File: src/rtl/tdc_pkg.sv
// Shared types and helpers for the TDC start/stop interval core.
package tdc_pkg;

  // Widest thermometer code the popcount helper accepts.
  localparam int POPCNT_W = 256;

  typedef enum logic {
    IDLE    = 1'b0,
    MEASURE = 1'b1
  } state_t;

  // Result record at the block's default widths. The FIFO uses it as its
  // default element type; the core overrides it with its own widths.
  typedef struct packed {
    logic [11:0] coarse;
    logic [5:0]  fine_start;
    logic [5:0]  fine_stop;
    logic [1:0]  stop_idx;
    logic        timeout;
  } tdc_rec_t;

  // clog2 with a floor of one bit, for index and counter widths.
  function automatic int idx_width(input int n);
    return (n <= 2) ? 1 : $clog2(n);
  endfunction

  // Bubble-tolerant fine code: the number of set taps.
  function automatic logic [15:0] popcount(input logic [POPCNT_W-1:0] v);
    logic [15:0] c;
    c = '0;
    for (int i = 0; i < POPCNT_W; i++) c = c + 16'(v[i]);
    return c;
  endfunction

endpackage

File: src/rtl/tdc_result_fifo.sv
// Synchronous record FIFO; pointers carry one extra wrap bit so that
// full and empty are distinguishable without a separate counter.
module tdc_result_fifo import tdc_pkg::*; #(
  parameter int  DEPTH = 8,
  parameter type rec_t = tdc_rec_t
) (
  input  logic clk,
  input  logic reset,
  input  logic push,
  input  rec_t push_data,
  output logic full,
  input  logic pop,
  output logic empty,
  output rec_t head
);

  localparam int AW = idx_width(DEPTH);

  rec_t         mem [DEPTH];
  logic [AW:0]  wr_ptr;
  logic [AW:0]  rd_ptr;

  assign empty = (wr_ptr == rd_ptr);
  assign full  = (wr_ptr[AW] != rd_ptr[AW]) && (wr_ptr[AW-1:0] == rd_ptr[AW-1:0]);
  assign head  = empty ? '0 : mem[rd_ptr[AW-1:0]];

  // Pointer update; a push while full is refused here and reported upstream.
  always_ff @(posedge clk) begin
    if (reset) begin
      wr_ptr <= '0;
      rd_ptr <= '0;
    end else begin
      if (push && !full) wr_ptr <= wr_ptr + 1'b1;
      if (pop && !empty) rd_ptr <= rd_ptr + 1'b1;
    end
  end

  // Record storage.
  // NOTE: the array has no reset; the pointers alone define which entries are valid.
  always_ff @(posedge clk) begin
    if (push && !full) mem[wr_ptr[AW-1:0]] <= push_data;
  end

endmodule

File: src/rtl/tdc_interval_core.sv
// Start/stop measurement core: session FSM with coarse counter, a stage-1
// capture register, popcount fine encoding and a result FIFO.
module tdc_interval_core import tdc_pkg::*; #(
  parameter int N_TAPS     = 32,
  parameter int FINE_W     = 6,
  parameter int COARSE_W   = 12,
  parameter int TIMEOUT    = 1000,
  parameter int MAX_STOPS  = 4,
  parameter int FIFO_DEPTH = 8
) (
  input  logic                               clk,
  input  logic                               reset,
  input  logic                               start_hit,
  input  logic [N_TAPS-1:0]                  start_thermo,
  input  logic                               stop_hit,
  input  logic [N_TAPS-1:0]                  stop_thermo,
  output logic                               out_valid,
  input  logic                               out_ready,
  output logic [COARSE_W-1:0]                out_coarse,
  output logic [FINE_W-1:0]                  out_fine_start,
  output logic [FINE_W-1:0]                  out_fine_stop,
  output logic [idx_width(MAX_STOPS)-1:0]    out_stop_idx,
  output logic                               out_timeout,
  output logic                               busy,
  output logic                               overflow
);

  localparam int IDX_W  = idx_width(MAX_STOPS);
  localparam int SCNT_W = idx_width(MAX_STOPS + 1);

  typedef struct packed {
    logic [COARSE_W-1:0] coarse;
    logic [FINE_W-1:0]   fine_start;
    logic [FINE_W-1:0]   fine_stop;
    logic [IDX_W-1:0]    stop_idx;
    logic                timeout;
  } result_t;

  state_t              state, state_nxt;
  logic [COARSE_W-1:0] cnt, cnt_nxt;
  logic [SCNT_W-1:0]   stop_cnt, stop_cnt_nxt;
  logic [N_TAPS-1:0]   start_code, start_code_nxt;
  logic                rec_push;
  logic                rec_timeout;

  logic                s1_valid;
  logic                s1_timeout;
  logic [COARSE_W-1:0] s1_coarse;
  logic [IDX_W-1:0]    s1_idx;
  logic [N_TAPS-1:0]   s1_start_code;
  logic [N_TAPS-1:0]   s1_stop_code;

  result_t             push_rec;
  result_t             head_rec;
  logic                fifo_full;
  logic                fifo_empty;

  // Session control: start, stop counting, coarse count and timeout.
  // NOTE: every always_comb output gets a default first so no path infers a latch.
  always_comb begin
    state_nxt      = state;
    cnt_nxt        = cnt;
    stop_cnt_nxt   = stop_cnt;
    start_code_nxt = start_code;
    rec_push       = 1'b0;
    rec_timeout    = 1'b0;
    case (state)
      IDLE: begin
        if (start_hit) begin
          state_nxt      = MEASURE;
          cnt_nxt        = COARSE_W'(1);
          stop_cnt_nxt   = '0;
          start_code_nxt = start_thermo;
        end
      end
      MEASURE: begin
        if (cnt != COARSE_W'(TIMEOUT)) cnt_nxt = cnt + 1'b1;
        if (stop_hit) begin
          rec_push     = 1'b1;
          stop_cnt_nxt = stop_cnt + 1'b1;
          if (stop_cnt_nxt == SCNT_W'(MAX_STOPS)) state_nxt = IDLE;
        end else if (cnt == COARSE_W'(TIMEOUT) && stop_cnt == '0) begin
          rec_push    = 1'b1;
          rec_timeout = 1'b1;
        end
        if (cnt == COARSE_W'(TIMEOUT)) state_nxt = IDLE;
      end
      default: state_nxt = IDLE;
    endcase
  end

  // Session state registers.
  // NOTE: clocked blocks use non-blocking assignments so every register samples pre-edge values.
  always_ff @(posedge clk) begin
    if (reset) begin
      state      <= IDLE;
      cnt        <= '0;
      stop_cnt   <= '0;
      start_code <= '0;
    end else begin
      state      <= state_nxt;
      cnt        <= cnt_nxt;
      stop_cnt   <= stop_cnt_nxt;
      start_code <= start_code_nxt;
    end
  end

  // Stage-1 valid flag; clearing it on reset discards an in-flight record.
  always_ff @(posedge clk) begin
    if (reset) s1_valid <= 1'b0;
    else       s1_valid <= rec_push;
  end

  // Stage-1 record payload, qualified by s1_valid.
  always_ff @(posedge clk) begin
    s1_timeout    <= rec_timeout;
    s1_coarse     <= cnt;
    s1_idx        <= IDX_W'(stop_cnt);
    s1_start_code <= start_code;
    s1_stop_code  <= rec_timeout ? '0 : stop_thermo;
  end

  // Stage-2 encoding: popcount of both codes, written into the FIFO.
  always_comb begin
    push_rec.coarse     = s1_coarse;
    push_rec.fine_start = FINE_W'(popcount(POPCNT_W'(s1_start_code)));
    push_rec.fine_stop  = FINE_W'(popcount(POPCNT_W'(s1_stop_code)));
    push_rec.stop_idx   = s1_idx;
    push_rec.timeout    = s1_timeout;
  end

  tdc_result_fifo #(
    .DEPTH (FIFO_DEPTH),
    .rec_t (result_t)
  ) u_fifo (
    .clk       (clk),
    .reset     (reset),
    .push      (s1_valid),
    .push_data (push_rec),
    .full      (fifo_full),
    .pop       (out_ready),
    .empty     (fifo_empty),
    .head      (head_rec)
  );

  // Sticky loss flag: full is judged before any same-cycle pop.
  always_ff @(posedge clk) begin
    if (reset)                      overflow <= 1'b0;
    else if (s1_valid && fifo_full) overflow <= 1'b1;
  end

  assign out_valid      = !fifo_empty;
  assign out_coarse     = head_rec.coarse;
  assign out_fine_start = head_rec.fine_start;
  assign out_fine_stop  = head_rec.fine_stop;
  assign out_stop_idx   = head_rec.stop_idx;
  assign out_timeout    = head_rec.timeout;
  assign busy           = (state == MEASURE);

endmodule

File: config.mk
export PLATFORM = sky130hd
export DESIGN_NAME = tdc_interval_core
export DESIGN_NICKNAME = d
export VERILOG_FILES = /design/src/rtl/tdc_pkg.sv /design/src/rtl/tdc_result_fifo.sv /design/src/rtl/tdc_interval_core.sv
export SDC_FILE = /design/constraint.sdc
export NUM_CORES = 1
export LEC_CHECK = 0
export CAP_MARGIN = 20
export CORE_ASPECT_RATIO = 1.75
export CORE_MARGIN = 2
export CORE_UTILIZATION = 45
export DETAILED_ROUTE_END_ITERATION = 16
export PLACE_DENSITY = 0.66
export SLEW_MARGIN = 30
export SYNTH_ARGS = -nofsm -noshare
export SYNTH_HDL_FRONTEND = slang
export SYNTH_SLANG_ARGS = --single-unit
File: constraint.sdc
create_clock -name clk -period 4.4 [get_ports clk]
set_input_delay 0.66 -clock clk [delete_from_list [all_inputs] [get_ports clk]]
set_output_delay 0.66 -clock clk [all_outputs]
set_load 0.02 [all_outputs]
==> results of run 1 <==
[through the flow]
stage | cells | util | TNS [ns] | cell area, um^2 | hold WS [ns]
detailed placement | 1435 | 0.5055 | -17.87 | 15830 | 0.3376
global route | 1496 | 0.5426 | -21.23 | 16990 | 0.3502
floorplan | 955 | - | -1.893 | 14310 | 0.3306
CTS | 1497 | 0.5411 | -13.90 | 16940 | 0.3509
finish | 1496 | 0.5426 | -11.43 | 16990 | 0.3443
global placement | 1435 | 0.5055 | -11.86 | 15830 | 0.3344
[worst min path at each step]
stage                         startpoint           endpoint  slack [ns]  cells past startpoint
after floorplan            start_code[0]   s1_start_code[0]        0.33                      0
after global placement    start_code[11]  s1_start_code[11]        0.33                      0
after CTS                 start_code[11]  s1_start_code[11]        0.35                      0
final                     start_code[17]  s1_start_code[17]        0.34                      0
after global routing      start_code[17]  s1_start_code[17]        0.35                      0
after detailed placement  start_code[24]  s1_start_code[24]        0.34                      0
[area by class of cell]
type	instances	area (um^2)	area share
sequential	356	9301	0.5475
inverter	107	404.1	0.02379
timing repair buffer	130	1235	0.07269
clock buffer	38	802.0	0.04721
multi-input combinational	451	4577	0.2694
clock inverter	18	175.2	0.01031
tap	396	495.5	0.02916
[worst max-delay path, delay by kind of cell, from the launching register on]
kind / cells / cell delay, ns
buffers and inverters: 2 / 0.08
XOR/XNOR: 1 / 0.14
flip-flops: 1 / 0.32
adder cells (fa/ha/maj): 8 / 3.46
AO/OA/AOI/OAI: 2 / 0.33
[layer usage]
layer / track usage / wire length (um)
met1: 0.1783 / 10050
met2: 0.3144 / 14340
met3: 0.01919 / 1014
met4: 0.05535 / 651
met5: 0 / 0
[sequential cells by signal, summed over array words and instances (netlist names), named ones only]
| signal | flops |
|---|---|
| s1_timeout | 1 |
| u_fifo.rd_ptr | 4 |
| u_fifo.mem | 216 |
| s1_valid | 1 |
| start_code | 32 |
| s1_coarse | 12 |
| stop_cnt | 3 |
| s1_stop_code | 32 |
| s1_start_code | 32 |
| u_fifo.wr_ptr | 4 |
| overflow | 1 |
| busy | 1 |
| cnt | 12 |
| s1_idx | 2 |
[cell families (layout without fill, tap and decap cells)]
| family | after synthesis | in the layout | synth area share |
|---|---|---|---|
| fa+ha+maj | 69 | 69 | 0.08585 |
| xor+xnor | 13 | 13 | 0.007988 |
| simple gates | 205 | 205 | 0.07251 |
| flops | 356 | 356 | 0.6517 |
| mux | 86 | 86 | 0.1081 |
| compound gates | 78 | 78 | 0.03204 |
| buf+inv | 148 | 293 | 0.04187 |
[power by group through the flow]
| stage | Clock (mW) | Sequential [mW] | Combinational (mW) |
|---|---|---|---|
| after floorplan | 0 | 4.40 | 1.63 |
| after global routing | 2.81 | 4.37 | 3.31 |
| after CTS | 2.70 | 4.36 | 2.87 |
| after detailed placement | 0 | 4.42 | 2.45 |
| after global placement | 0 | 4.43 | 2.34 |
| final | 2.64 | 4.36 | 2.97 |
[synth_stat cells (7+ instances only)]
cell type	number	area share
a21oi_1	51	0.018
and2_1	9	0.0039
and2_4	21	0.013
buf_1	7	0.0018
clkbuf_1	23	0.0061
dfxtp_1	140	0.20
edfxtp_1	216	0.46
fa_1	48	0.067
ha_1	21	0.018
inv_1	107	0.028
mux2i_1	29	0.020
mux4_2	54	0.085
nand2_1	73	0.019
nand3_1	8	0.0028
nor2_1	51	0.013
nor3_1	7	0.0025
o21ai_0	8	0.0028
xor2_1	7	0.0043
[timing repair]
action / CTS / global route
pin swaps: 19 / 7
gates resized for setup: 22 / 18
endpoints found under the setup margin: 72 / 80
buffers inserted: 8 / 1
==> flow_summary.yaml, run 1 <==
clock_tree:
  ctsHoldBuffers: 0
  cts.sinks: 356
  cts.htree.levels: 1
  clock_latency_ns: 0.56
  numCtsBuffers: 30
  cts_root_buffer: "clkbuf_16"
  clock_path_buffers: 3
  cts_tree: "done"
  clk_pin_slew_worst_paths_ns: 0.06
sta:
  worst_slack_ns: -0.2391
  fin_crit_ns: 4.639
  fmax_ghz: 0.2156
  timing.final.crit_share: 1.054
  drv_slew: 0
  fin_skew_ns: 0.01073
  grt_setup_unrepaired: "true"
  tightestPinTransition_ns: 0.7876
  setup_viol: 72
  max-slew-margin-rel: 0.4681
  hold_viol: 0
logic_synthesis:
  synth_edf_count: 216
  ys_seq_elements: 356
  syn-num-nets: 1093
  async_reset_ff_frac: 0
  syn_area_um2: 14250
  ys.flop_type: "edfxtp_1"
  ys_seq_area_frac: 0.6517
  syn-instance-count: 955
  synth_area_per_cell_um2: 14.93
  synth_cell_types: 50
  ys.warnings.count: 0
drt:
  drt-pass1-iter-count: 4
  viasPerCell: 5.047
  drt_wl_total_um: 26060
  num_vias: 7551
  drc: 0
  drtIter0Drc: 371
  avgRoutedWirePerCell_um: 17.42
  antenna_left: 0
global_route:
  grt_pass1_vias: 8149
  grt_usage: 0.1606
  grt_pass1_wl_um: 41750
  antenna_found_initial: 0
  grt_max_degree: 36
  grt.overflow.total: 0
worst_hold_path:
  hold_class: "reg -> reg"
critical_path:
  crit_path_start: "s1_stop_code[21]"
  r2r_end: "u_fifo.mem[5][7]"
  path_class: "reg -> reg"
  crit_top_cell: "fa_1"
  reg2reg_from: "s1_stop_code[21]"
  crit_end: "u_fifo.mem[5][7]"
  reg2regPathDepth: 13
  cp_data_required_time_ns: 4.67
  slowest_delay_ns: 0.54
  rrSetupSlack_ns: -0.24
  cp_max_fo: 8
  path_cells: "fa_1 > inv_2 > fa_2 > fa_1 > fa_1 > fa_1 > fa_1 > inv_2 > ha_4 > fa_2 > a21o_1 > a21oi_2 > xnor2_2"
  setup.worst_path.end_class: "register"
  crit_slowest_cell: "fa_1"
  start_kind: "register"
  crit_arrival_ns: 4.91
pwr:
  pwr-share-seq: 0.437
  ir_drop_mv: 0.4784
  power_density_nw_per_um2: 586.6
  power_mw: 9.966
  power_leakage_nw: 6.097
  clockPowerShare: 0.265
  p_int_mw: 7.147
  combPwrFrac: 0.298
  p_switching_mw: 2.820
  sw_frac_of_total: 0.2829
floorplanning:
  dieHeight_um: 239.4
  die_w_um: 138.5
  coreArea_um2: 31310
  initial_core_util: 0.4552
  die_area_um2: 33170
  row_count: 86
  io_pins: 99
status:
  outcome: "complete, but fails checks"
  failed_checks: "setup timing"
job:
  maxCapViolCount: 0
finish:
  fillers: 2502
  layout_common_cells: "edfxtp_1 (216), dfxtp_1 (132), clkdlybuf4s50_1 (97)"
  mostFrequentLayoutCell: "edfxtp_1"
  drive_above_1_share: 0.2000
  area_growth_syn_to_layout_pct: 19.20
  nets: 1214
  antenna_cells: 0
placement:
  dp_hpwl_um: 16650
  post-place-ws_ns: -0.3706
  port_buffers: 98
  place_congestion: 0.7492
No activity file was read; power rests on OpenSTA's default activity.
==> run 2: changes to the inputs <==
GPL_ROUTABILITY_DRIVEN = 0   (was not set)
==> results of run 2 <==
No change in the layout: final DEF, timing and power equal those of run 1.
